===== src/rtl/imm_gen_pipe.sv =====
// Registered RV32 immediate generator with AES MMIO address immediates and 2-entry skid FIFO.
// Optional: define IMM_GEN_ZIMM_EN to decode sel 10 as the CSR zimm immediate.
module imm_gen_pipe #(
    parameter int          XLEN          = 32,
    parameter int          TAG_W         = 8,
    parameter int          NUM_AES_CH    = 2,
    parameter logic [31:0] AES_BASE      = 32'h4000_0000,
    parameter logic [31:0] AES_CH_STRIDE = 32'h0000_0100
) (
    input  logic             clk_i,
    input  logic             rst_ni,
    input  logic             flush_i,
    input  logic             in_valid_i,
    output logic             in_ready_o,
    input  logic [24:0]      inst_i,
    input  logic [3:0]       imm_sel_i,
    input  logic [TAG_W-1:0] tag_i,
    output logic             out_valid_o,
    input  logic             out_ready_i,
    output logic [XLEN-1:0]  imm_o,
    output logic [TAG_W-1:0] tag_o,
    output logic             err_o
);

    typedef struct packed {
        logic [XLEN-1:0]  imm;
        logic [TAG_W-1:0] tag;
        logic             err;
    } entry_t;

    logic [31:7]     ins;
    logic [2:0]      ch;
    logic [31:0]     v32;
    logic [31:0]     off;
    logic            sx;
    logic            aes;
    logic            err_d;
    logic [XLEN-1:0] imm_d;

    assign ins = inst_i;
    assign ch  = ins[14:12];

    always_comb begin
        v32   = '0;
        off   = '0;
        sx    = 1'b0;
        aes   = 1'b0;
        err_d = 1'b0;
        case (imm_sel_i)
            4'd0: begin
                v32 = {{20{ins[31]}}, ins[31:20]};
                sx  = 1'b1;
            end
            4'd1: begin
                v32 = {{20{ins[31]}}, ins[31:25], ins[11:7]};
                sx  = 1'b1;
            end
            4'd2: begin
                v32 = {{19{ins[31]}}, ins[31], ins[7],
                       ins[30:25], ins[11:8], 1'b0};
                sx  = 1'b1;
            end
            4'd3: begin
                v32 = {{11{ins[31]}}, ins[31], ins[19:12],
                       ins[20], ins[30:21], 1'b0};
                sx  = 1'b1;
            end
            4'd4: v32 = {ins[31:12], 12'h000};
            4'd5: begin aes = 1'b1; off = 32'h10; end
            4'd6: begin aes = 1'b1; off = 32'h20; end
            4'd7: begin aes = 1'b1; off = 32'h00; end
            4'd8: begin aes = 1'b1; off = 32'h04; end
            4'd9: begin aes = 1'b1; off = 32'h30; end
`ifdef IMM_GEN_ZIMM_EN
            4'd10: v32 = {27'd0, ins[19:15]};
`endif
            default: err_d = 1'b1;
        endcase
        // channel address wraps modulo 2^32 and is never sign-extended
        if (aes) begin
            if (int'(ch) >= NUM_AES_CH) begin
                err_d = 1'b1;
            end else begin
                v32 = AES_BASE + 32'(ch) * AES_CH_STRIDE + off;
            end
        end
        if (err_d) begin
            imm_d = '0;
        end else if (sx) begin
            imm_d = XLEN'($signed(v32));
        end else begin
            imm_d = XLEN'(v32);
        end
    end

    entry_t     mem [2];
    entry_t     head;
    logic       rd_ptr;
    logic       wr_ptr;
    logic [1:0] count;
    logic       push;
    logic       pop;

    assign in_ready_o  = (count != 2'd2);
    assign out_valid_o = (count != 2'd0);
    assign push        = in_valid_i & in_ready_o;
    assign pop         = out_valid_o & out_ready_i;

    always_ff @(posedge clk_i or negedge rst_ni) begin
        if (!rst_ni) begin
            count  <= 2'd0;
            rd_ptr <= 1'b0;
            wr_ptr <= 1'b0;
            mem[0] <= '0;
            mem[1] <= '0;
        end else if (flush_i) begin
            count  <= 2'd0;
            rd_ptr <= 1'b0;
            wr_ptr <= 1'b0;
        end else begin
            if (push) begin
                mem[wr_ptr] <= {imm_d, tag_i, err_d};
                wr_ptr      <= ~wr_ptr;
            end
            if (pop) begin
                rd_ptr <= ~rd_ptr;
            end
            case ({push, pop})
                2'b10:   count <= count + 2'd1;
                2'b01:   count <= count - 2'd1;
                default: count <= count;
            endcase
        end
    end

    assign head  = mem[rd_ptr];
    assign imm_o = out_valid_o ? head.imm : '0;
    assign tag_o = out_valid_o ? head.tag : '0;
    assign err_o = out_valid_o ? head.err : 1'b0;

endmodule

===== config.mk =====
export PLATFORM = sky130hd
export DESIGN_NAME = imm_gen_pipe
export DESIGN_NICKNAME = d
export VERILOG_FILES = /design/src/rtl/imm_gen_pipe.sv
export SDC_FILE = /design/constraint.sdc
export NUM_CORES = 1
export LEC_CHECK = 0
export CAP_MARGIN = 30
export CORE_UTILIZATION = 47
export CTS_CLUSTER_SIZE = 30
export DETAILED_ROUTE_END_ITERATION = 16
export GPL_ROUTABILITY_DRIVEN = 0
export MAX_ROUTING_LAYER = met4
export PLACE_DENSITY_LB_ADDON = 0.25
export SYNTH_ARGS = -nofsm -noshare
export SYNTH_HDL_FRONTEND = slang
export SYNTH_SLANG_ARGS = --single-unit

===== constraint.sdc =====
create_clock -name clk_i -period 1.5 [get_ports clk_i]
set_input_delay 0.15 -clock clk_i [delete_from_list [all_inputs] [get_ports clk_i]]
set_output_delay 0.15 -clock clk_i [all_outputs]
set_load 0.005 [all_outputs]

==> flow_summary.yaml, run 1 <==
run_status:
  status: "finished with violations"
  violations: "setup timing"
global_route:
  antenna_found_initial: 0
  grt_usage_pct: 25.17
  grt_max_degree: 68
  grt_pass1_wl_um: 18310
  grt_pass1_vias: 3753
  globalRouteOverflowTotal: 0
setup_path:
  start_kind: "flop"
  critPathSlowestCell: "dfrtp_2"
  worstPathArrival_ns: 1.71
  path_cells: "buf_12 > buf_12 > buf_8 > buf_6 > mux2i_1 > nor2_2 > buf_2"
  cp.required_ns: 1.35
  slowest_delay_ns: 0.47
  setup.worst_path.end_class: "output pin"
  worstPathMaxFanout: 6
  critPathKind: "reg2out"
  reg2regPathDepth: 7
  crit_path_frequent_cell: "buf_12"
logic_synthesis:
  synth_compound_area_share_pct: 12.71
  ys.flop_type: "dfrtp_1"
  synthArstFlopShare_pct: 100.0
  synthTopCellsByArea: "dfrtp_1, mux2i_1, nand2_1"
  synth_fa_ha_area_share_pct: 0
  yosys.cell_count.top_type: "nand2_1"
  synth_top_cells_by_count: "nand2_1, dfrtp_1, o21ai_0"
  synth_seq_area_share_pct: 50.98
  synth_edf_count: 0
  yosysTopAreaCellShare_pct: 50.98
  synthSimpleGateAreaFrac_pct: 16.95
  synthMuxAreaShare_pct: 15.17
  synth_seq_cells: 86
  syn_nets: 491
  netlist_area_um2: 4222
  yosysTopAreaCell: "dfrtp_1"
  yosysUniqueCellTypes: 37
  synthesis.instances: 449
  yosys_warnings: 0
  synth_top_family_by_area: "simple AND/OR/NAND/NOR gates"
  synth_xor_area_share_pct: 0.8002
  synth_area_per_cell_um2: 9.402
final_layout:
  final_core_util_pct: 72.38
  diodes: 0
  area_delta_synth_final_pct: 49.53
  nFillCells: 618
  drive_above_1_share_pct: 31.47
  layout.nets: 644
pwr:
  seq_power_share_pct: 46.6
  switching_power_mw: 1.909
  ir_drop_mv: 0.6082
  leakagePower_nw: 2.960
  power_frac_clock_pct: 26.5
  p_int_mw: 4.419
  power_density_nw_per_um2: 1003
  total_power_mw: 6.328
  swShare_pct: 30.17
  p_comb_share_pct: 26.9
floorplanning:
  floorplan.initialDensity_pct: 48.41
  fp.dieW_um: 96.78
  dieHeight_um: 96.78
  floorplan.die_area_um2: 9365
  core_area_um2: 8721
  boundaryPins: 85
  rows: 34
detailed_routing:
  wire_per_inst_um: 18.41
  drc: 0
  wirelength_um: 13160
  vias: 3963
  drt-initial-drc-count: 182
  firstDrtPassIters: 5
  ant_nets: 0
  avgViaCountPerCell: 5.543
timing:
  fin_setup_tns_ns: -8.533
  finalSetupViolCount: 41
  final.period_utilization_pct: 124.2
  max-slew-margin-rel_pct: 66.28
  skew_ns: 0.008347
  setup_ws_ns: -0.3637
  max_freq_mhz: 536.6
  hold_viol: 0
  drv_slew: 0
  rsz0062_at_grt: "true"
  fin_crit_ns: 1.864
  tightest_slew_ns: 0.5012
clock_network:
  cts_tree: "yes"
  cts.sinks: 86
  clockRootBuffer: "clkbuf_8"
  cts-buffers-inserted: 9
  clk_latency_ns: 0.36
  htree_levels: 3
  clk_pin_slew_worst_paths_ns: 0.09
  clock_path_buffers: 2
flow_run:
  drv_cap: 0
worst_hold_path:
  hp-class: "in2async"
placement:
  port_buffers: 84
  dpl.hpwl_um: 7584
worst max-delay path, delay by kind of cell, from the launching register on:
| kind | cells | cell delay, ns |
|---|---|---|
| simple gates | 1 | 0.11 |
| mux | 1 | 0.12 |
| buf+inv | 5 | 0.65 |
| flops | 1 | 0.47 |
worst paths after layout:
path	end	slack [ns]	start
worst min register to register	mem[44]$_DFFE_PN0P_	0.48	mem[44]$_DFFE_PN0P_
worst max-delay path	imm_o[0]	-0.36	rd_ptr$_DFFE_PN0P_
max in group asynchronous	mem[21]$_DFFE_PN0P_	0.75	rst_ni
min in group clk_i	mem[42]$_DFFE_PN0P_	0.35	tag_i[0]
worst min-delay path	count[1]$_DFFE_PN0P_	0.20	rst_ni
worst max register to register	mem[49]$_DFFE_PN0P_	0	count[0]$_DFFE_PN0P_
per-stage QoR:
stage	setup WS [ns]	std cells	hold WS (ns)	area, um2
after floorplan	0.04442	449	-0.1456	4222
after global placement	-0.2806	659	0.04615	5520
after detailed placement	-0.3635	659	0.04687	5520
after CTS	-0.4492	686	0.1997	5877
after global routing	-0.4025	715	0.2149	6312
final	-0.3637	715	0.1988	6312
cells in the final DEF (no fill, tap or decap), types with 15 or more instances in the layout:
cell             count
buf_6               15
nand2_1             89
buf_4               48
clkdlybuf4s50_1     37
o21ai_1             18
nor2_1              48
o21ai_0             40
dfrtp_1             84
buf_2               29
a21oi_1             21
mux2i_1             38
power groups by stage:
stage / clock, mW / sequential (mW) / combinational (mW)
2_1_floorplan: 0 / 2.89 / 0.730
3_3_place_gp: 0 / 2.92 / 1.31
3_5_place_dp: 0 / 2.95 / 1.34
4_1_cts: 1.69 / 2.91 / 1.41
5_1_grt: 1.78 / 2.99 / 1.84
6_report: 1.68 / 2.95 / 1.70
flip-flops by register name, summed over array words and instances, names as in the netlist:
register  count
mem          82
rd_ptr        1
count         2
wr_ptr        1
final cells by class:
type | count | area [um2] | share of cell area [%]
Sequential cell | 86 | 2155 | 34.13
Multi-Input combinational cell | 331 | 2072 | 32.82
Inverter | 1 | 3.754 | 0.05946
Clock inverter | 3 | 25.02 | 0.3964
Tap cell | 108 | 135.1 | 2.141
Clock buffer | 13 | 178.9 | 2.834
Timing Repair Buffer | 173 | 1743 | 27.61
per-layer routing:
| metal | part of all wire [%] | up-vias | wire length [um] | track usage (%) |
|---|---|---|---|---|
| met5 | 0 | - | 0 | - |
| met4 | 1.9 | 0 | 247 | 5.511 |
| met1 | 43 | 1945 | 5637 | 33.24 |
| met3 | 6.4 | 20 | 841 | 5.564 |
| met2 | 49 | 157 | 6434 | 40.09 |
| li1 | - | 1841 | - | - |
what timing repair did:
action                                 4_1_cts  5_1_grt
setup buffers                                9       23
gates resized for setup                     81      160
hold buffers                                 1        0
endpoints found under the hold margin       66        0
setup endpoints to repair                   43       98
pin swaps                                    0       15
cloned                                       1       10
cell families (layout without fill, tap and decap cells):
kind of cell	after synthesis	in the layout
buf+inv	32	190
xor+xnor	3	3
flops	86	86
compound gates	96	96
simple gates	170	170
mux	62	62
(Power assumes the default switching activity.)
==> run 2, diff against run 1 <==
CORE_UTILIZATION = 40   (was 47)
PLACE_DENSITY = 0.67   (was default)
PLACE_DENSITY_LB_ADDON = default   (was 0.25)
clock period = 2 ns   (was 1.5 ns; I/O delays follow)
==> run 2 against run 1 <==
The flow still finishes with violations (setup timing); largest power group unchanged; total power is 27% lower; register-to-register slack improved by 0.35 ns; first-iteration DRC count increased by 7.7%; critical endpoint is now imm_o[1]; global-route usage down 5.8 points; clock skew increased by 0.0025 ns; final cell count is 4.1% lower; critical path depth is 3 lower; combinational power fell by 42%; non-clock buffer count down 57; wire length decreased by 22%.
==> flow_summary.yaml, run 2 (synthesis gave the netlist of run 1 again) <==
flow_run:
  drv_cap: 0
pwr:
  seq_power_share_pct: 47.1
  p_int_mw: 3.371
  ir_drop_mv: 0.3603
  power_frac_clock_pct: 31.8
  leakagePower_nw: 2.950
  switching_power_mw: 1.262
  power_density_nw_per_um2: 802.9
  p_comb_share_pct: 21.1
  swShare_pct: 27.24
  total_power_mw: 4.633
setup_path:
  cp.required_ns: 1.80
  setup.worst_path.end_class: "output pin"
  worstPathMaxFanout: 9
  critPathKind: "reg2out"
  start_kind: "flop"
  worstPathArrival_ns: 1.83
detailed_routing:
  wire_per_inst_um: 15.05
  vias: 3496
  drc: 0
  drt-initial-drc-count: 196
  firstDrtPassIters: 5
  wirelength_um: 10320
  ant_nets: 0
  avgViaCountPerCell: 5.096
global_route:
  antenna_found_initial: 0
  globalRouteOverflowTotal: 0
  grt_use_met3_pct: 4.304
  busiest_layer: "met2"
  grt_pass1_vias: 3294
  grt_max_degree: 71
  grt_usage_pct: 19.32
  grt_pass1_wl_um: 16300
  grt_use_met2_pct: 29.90
  met1_usage_pct: 26.03
timing:
  hold_viol: 0
  finalSetupViolCount: 1
  setup_ws_ns: -0.02714
  final.period_utilization_pct: 101.4
  drv_slew: 0
  max-slew-margin-rel_pct: 64.63
  max_freq_mhz: 493.3
  fin_crit_ns: 2.027
  tightest_slew_ns: 0.5286
  hold_ws_ns: 0.2777
  skew_ns: 0.01082
  rsz0062_at_grt: "true"
final_layout:
  reg_top3: "mem: 82 flops, count: 2 flops"
  final_core_util_pct: 56.15
  diodes: 0
  layout.nets: 587
  area_delta_synth_final_pct: 36.69
  final_common_cell: "nand2_1"
  top_register: "mem"
  final_cell_mix: "nand2_1, dfrtp_1, o21ai_0"
  largest_reg_flops: 82
  final_cell_area_um2: 5771
  drive_above_1_share_pct: 13.45
floorplanning:
  rows: 37
  dieHeight_um: 104.7
  floorplan.die_area_um2: 10970
  floorplan.initialDensity_pct: 41.08
  core_area_um2: 10280
  boundaryPins: 85
  fp.dieW_um: 104.7
clock_network:
  cts-buffers-inserted: 9
  clock_path_buffers: 2
  clk_latency_ns: 0.35
  clk_pin_slew_worst_paths_ns: 0.09
  cts.sinks: 86
  htree_levels: 3
  cts_tree: "yes"
  clockRootBuffer: "clkbuf_8"
run_status:
  status: "finished with violations"
  violations: "setup timing"
placement:
  dpl.hpwl_um: 6790
  placed_area_um2: 5323
  port_buffers: 84
  preCtsSetupSlack_ns: 0.09674
worst_hold_path:
  hp-class: "in2async"
-- run 2: cell type report --
cell class / instances / area, um2
fillers: 954 / 4507
clock inverters: 7 / 120.1
flip-flops and latches: 86 / 2155
repair buffers: 116 / 1249
well taps: 136 / 170.2
multi-input cells: 331 / 1949
clock buffers: 9 / 123.9
inverters: 1 / 3.754
-- run 2: power by group through the flow --
stage	logic, mW	registers (mW)	clock network (mW)
detailed placement	0.951	2.21	0
floorplan	0.548	2.17	0
finish	0.978	2.18	1.47
global route	1.09	2.22	1.57
global placement	0.935	2.19	0
CTS	0.959	2.18	1.50
-- run 2: worst paths after layout --
check | start | endpoint | slack [ns] | cells after the start
setup reg to reg | count[0]$_DFFE_PN0P_ | mem[9]$_DFFE_PN0P_ | 0.35 | 4
hold / removal | rst_ni | count[1]$_DFFE_PN0P_ | 0.28 | 2
hold reg to reg | mem[47]$_DFFE_PN0P_ | mem[47]$_DFFE_PN0P_ | 0.48 | 2
setup / recovery | rd_ptr$_DFFE_PN0P_ | imm_o[1] | -0.03 | 4
min in group clk_i | tag_i[2] | mem[44]$_DFFE_PN0P_ | 0.40 | 3
max in group asynchronous | rst_ni | mem[81]$_DFFE_PN0P_ | 1.09 | 3
-- run 2: what timing repair did --
item	CTS	global route
pin swaps	0	4
gates resized for setup	6	37
endpoints found under the setup margin	10	37
buffers inserted	0	6
hold buffers	1	0
gates cloned	0	2
hold endpoints to repair	21	0
-- run 2: routing by layer --
metal / up-vias / routed length, um
li1: 1718 / -
met5: - / 0
met4: 0 / 58
met2: 88 / 4770
met1: 1684 / 5019
met3: 6 / 475
-- run 2: metrics by stage --
stage	TNS (ns)	std cells
2_1_floorplan	0	449
3_3_place_gp	0	661
3_5_place_dp	0	661
4_1_cts	-0.2700	678
5_1_grt	-0.4067	686
6_report	-0.02714	686
-- run 2: worst max-delay path: stages (launching register included) --
cell             delay [ns]
dfrtp_2                0.50
buf_12                 0.19
mux2i_2                0.27
nor2_1                 0.06
clkdlybuf4s50_1        0.45
==> run 3, diff against run 2 <==
DONT_BUFFER_PORTS = 1   (was default)
PLACE_DENSITY = 0.56   (was 0.67)
SLEW_MARGIN = 20   (was default)
==> run 3 against run 2 <==
The flow finishes with violations (hold timing); hold slack lost 0.74 ns; design area shrank 18%; final cell count shrank 14%; largest power group unchanged; combinational power shrank 31%; via count shrank 13%; critical path depth shrank 1; first-iteration DRC count shrank 22%; clock-buffer cell count grew 1; global-route usage shrank 0.34 points; critical endpoint is now imm_o[3]; clock power grew 3%.
==> flow_summary.yaml, run 3 (synthesis gave the netlist of run 1 again) <==
run_status:
  status: "finished with violations"
  violations: "hold timing"
global_route:
  grt_max_degree: 87
  globalRouteOverflowTotal: 0
  grt_pass1_vias: 3078
  grt_usage_pct: 18.98
  antenna_found_initial: 0
  grt_pass1_wl_um: 15880
clock_network:
  cts_setup_buffers: 0
  clk_pin_slew_worst_paths_ns: 0.09
  cts-buffers-inserted: 9
  htree_levels: 3
  clockRootBuffer: "clkbuf_8"
  cts_resized: 0
  cts.sinks: 86
  clk_latency_ns: 0.34
  clock_path_buffers: 2
  cts_tree: "yes"
  postCtsHoldBufs: 10
setup_path:
  cp_top_family: "flip-flops"
  start_kind: "flop"
  r2r-end: "mem[9]$_DFFE_PN0P_"
  critPathSlowestCell: "dfrtp_2"
  worstReg2RegStart: "count[0]$_DFFE_PN0P_"
  worstPathArrival_ns: 1.59
  reg2regPathDepth: 4
  path_cells: "buf_4 > mux2i_1 > nor2_1"
  critPathKind: "reg2out"
  slowest_delay_ns: 0.65
  critical_path_depth: 3
  setup.worst_path.end_class: "output pin"
  worstPathMaxFanout: 14
  rrSetupSlack_ns: 0.34
  cp.required_ns: 1.80
  path_buf_inv: 1
detailed_routing:
  avgViaCountPerCell: 5.176
  drc: 0
  drt-initial-drc-count: 152
  firstDrtPassIters: 4
  ant_nets: 0
  wire_per_inst_um: 16.46
  wirelength_um: 9725
  vias: 3059
timing:
  max_freq_mhz: 559.8
  skew_ns: 0.008074
  final.period_utilization_pct: 89.31
  hold_ws_ns: -0.4623
  setup_ws_ns: 0.2137
  hold_viol: 86
  drv_slew: 0
  max-slew-margin-rel_pct: 58.04
  finalSetupViolCount: 0
  rsz0062_at_grt: "false"
  tightest_slew_ns: 0.6281
  fin_setup_tns_ns: 0
  fin_crit_ns: 1.786
pwr:
  leakagePower_nw: 2.011
  switching_power_mw: 1.146
  p_int_mw: 3.216
  swShare_pct: 26.27
  total_power_mw: 4.362
  power_frac_clock_pct: 34.6
  p_comb_share_pct: 15.4
  power_density_nw_per_um2: 920.9
  ir_drop_mv: 0.4503
  seq_power_share_pct: 50.0
flow_run:
  drv_cap: 0
final_layout:
  reg_top3: "mem: 82 flops, count: 2 flops"
  final_common_cell: "nand2_1"
  nFillCells: 1062
  drive_above_1_share_pct: 10.55
  top_register: "mem"
  fin_cells: 591
  largest_reg_flops: 82
  area_delta_synth_final_pct: 12.21
  regArea_um2: 2153
  final_cell_mix: "nand2_1, dfrtp_1, o21ai_0"
  final_cell_area_um2: 4737
  diodes: 0
  layout.nets: 492
  final_core_util_pct: 46.09
  multi_input_area_um2: 1934
floorplanning:
  boundaryPins: 85
  core_area_um2: 10280
  floorplan.initialDensity_pct: 41.08
  floorplan.die_area_um2: 10970
  dieHeight_um: 104.7
  fp.dieW_um: 104.7
  rows: 37
placement:
  dpl.hpwl_um: 6680
  port_buffers: 0
  preCtsSetupSlack_ns: 0.3482
  placed_area_um2: 4382
  dp_cells: 565
worst_hold_path:
  hp-class: "in2async"
[run 3: cell types whose count changed in the layout (fill, tap and decap cells not counted), moves of 2 or more]
cell             before  now
buf_4                23    8
dlygate4sd2_1         3    0
inv_6                 2    0
dlygate4sd3_1         1   10
dlymetal6s2s_1       30    0
mux2i_1              42   46
buf_6                 3    0
clkdlybuf4s50_1      49    0
mux2i_2               4    0
clkbuf_16             2    0
[run 3: worst max-delay path by stage]
stage	startpoint	endpoint
4_1_cts	rd_ptr$_DFFE_PN0P_	imm_o[3]
3_3_place_gp	count[0]$_DFFE_PN0P_	mem[12]$_DFFE_PN0P_
6_report	rd_ptr$_DFFE_PN0P_	imm_o[3]
5_1_grt	rd_ptr$_DFFE_PN0P_	imm_o[3]
3_5_place_dp	count[0]$_DFFE_PN0P_	mem[9]$_DFFE_PN0P_
2_1_floorplan	count[0]$_DFFE_PN0P_	mem[1]$_DFFE_PN0P_
[run 3: cell type report]
type / instances / area share (%)
Clock inverter: 6 / 2.483
Clock buffer: 10 / 2.905
Multi-Input combinational cell: 331 / 40.83
Tap cell: 136 / 3.592
Timing Repair Buffer: 21 / 4.649
Sequential cell: 86 / 45.46
Inverter: 1 / 0.07924
[run 3: routing by layer]
layer,track usage [%],vias to the layer above,share of wire (%)
met2,28.10,80,45
met5,-,-,0
li1,-,1530,-
met3,6.238,4,7.0
met4,3.622,0,0.82
met1,25.58,1445,47
[run 3: power by group through the flow]
| stage | Sequential [mW] | Combinational (mW) | Clock, mW |
|---|---|---|---|
| finish | 2.18 | 0.671 | 1.51 |
| global route | 2.22 | 0.766 | 1.61 |
| floorplan | 2.17 | 0.548 | 0 |
| global placement | 2.21 | 0.644 | 0 |
| detailed placement | 2.22 | 0.662 | 0 |
| CTS | 2.18 | 0.683 | 1.55 |
[run 3: worst reg2reg max path, delay by kind of cell (launching register included)]
kind                   cells  cell delay [ns]
DFF                        1             0.45
and+or+nand+nor            2             0.43
muxes                      1             0.39
buffers and inverters      1             0.28
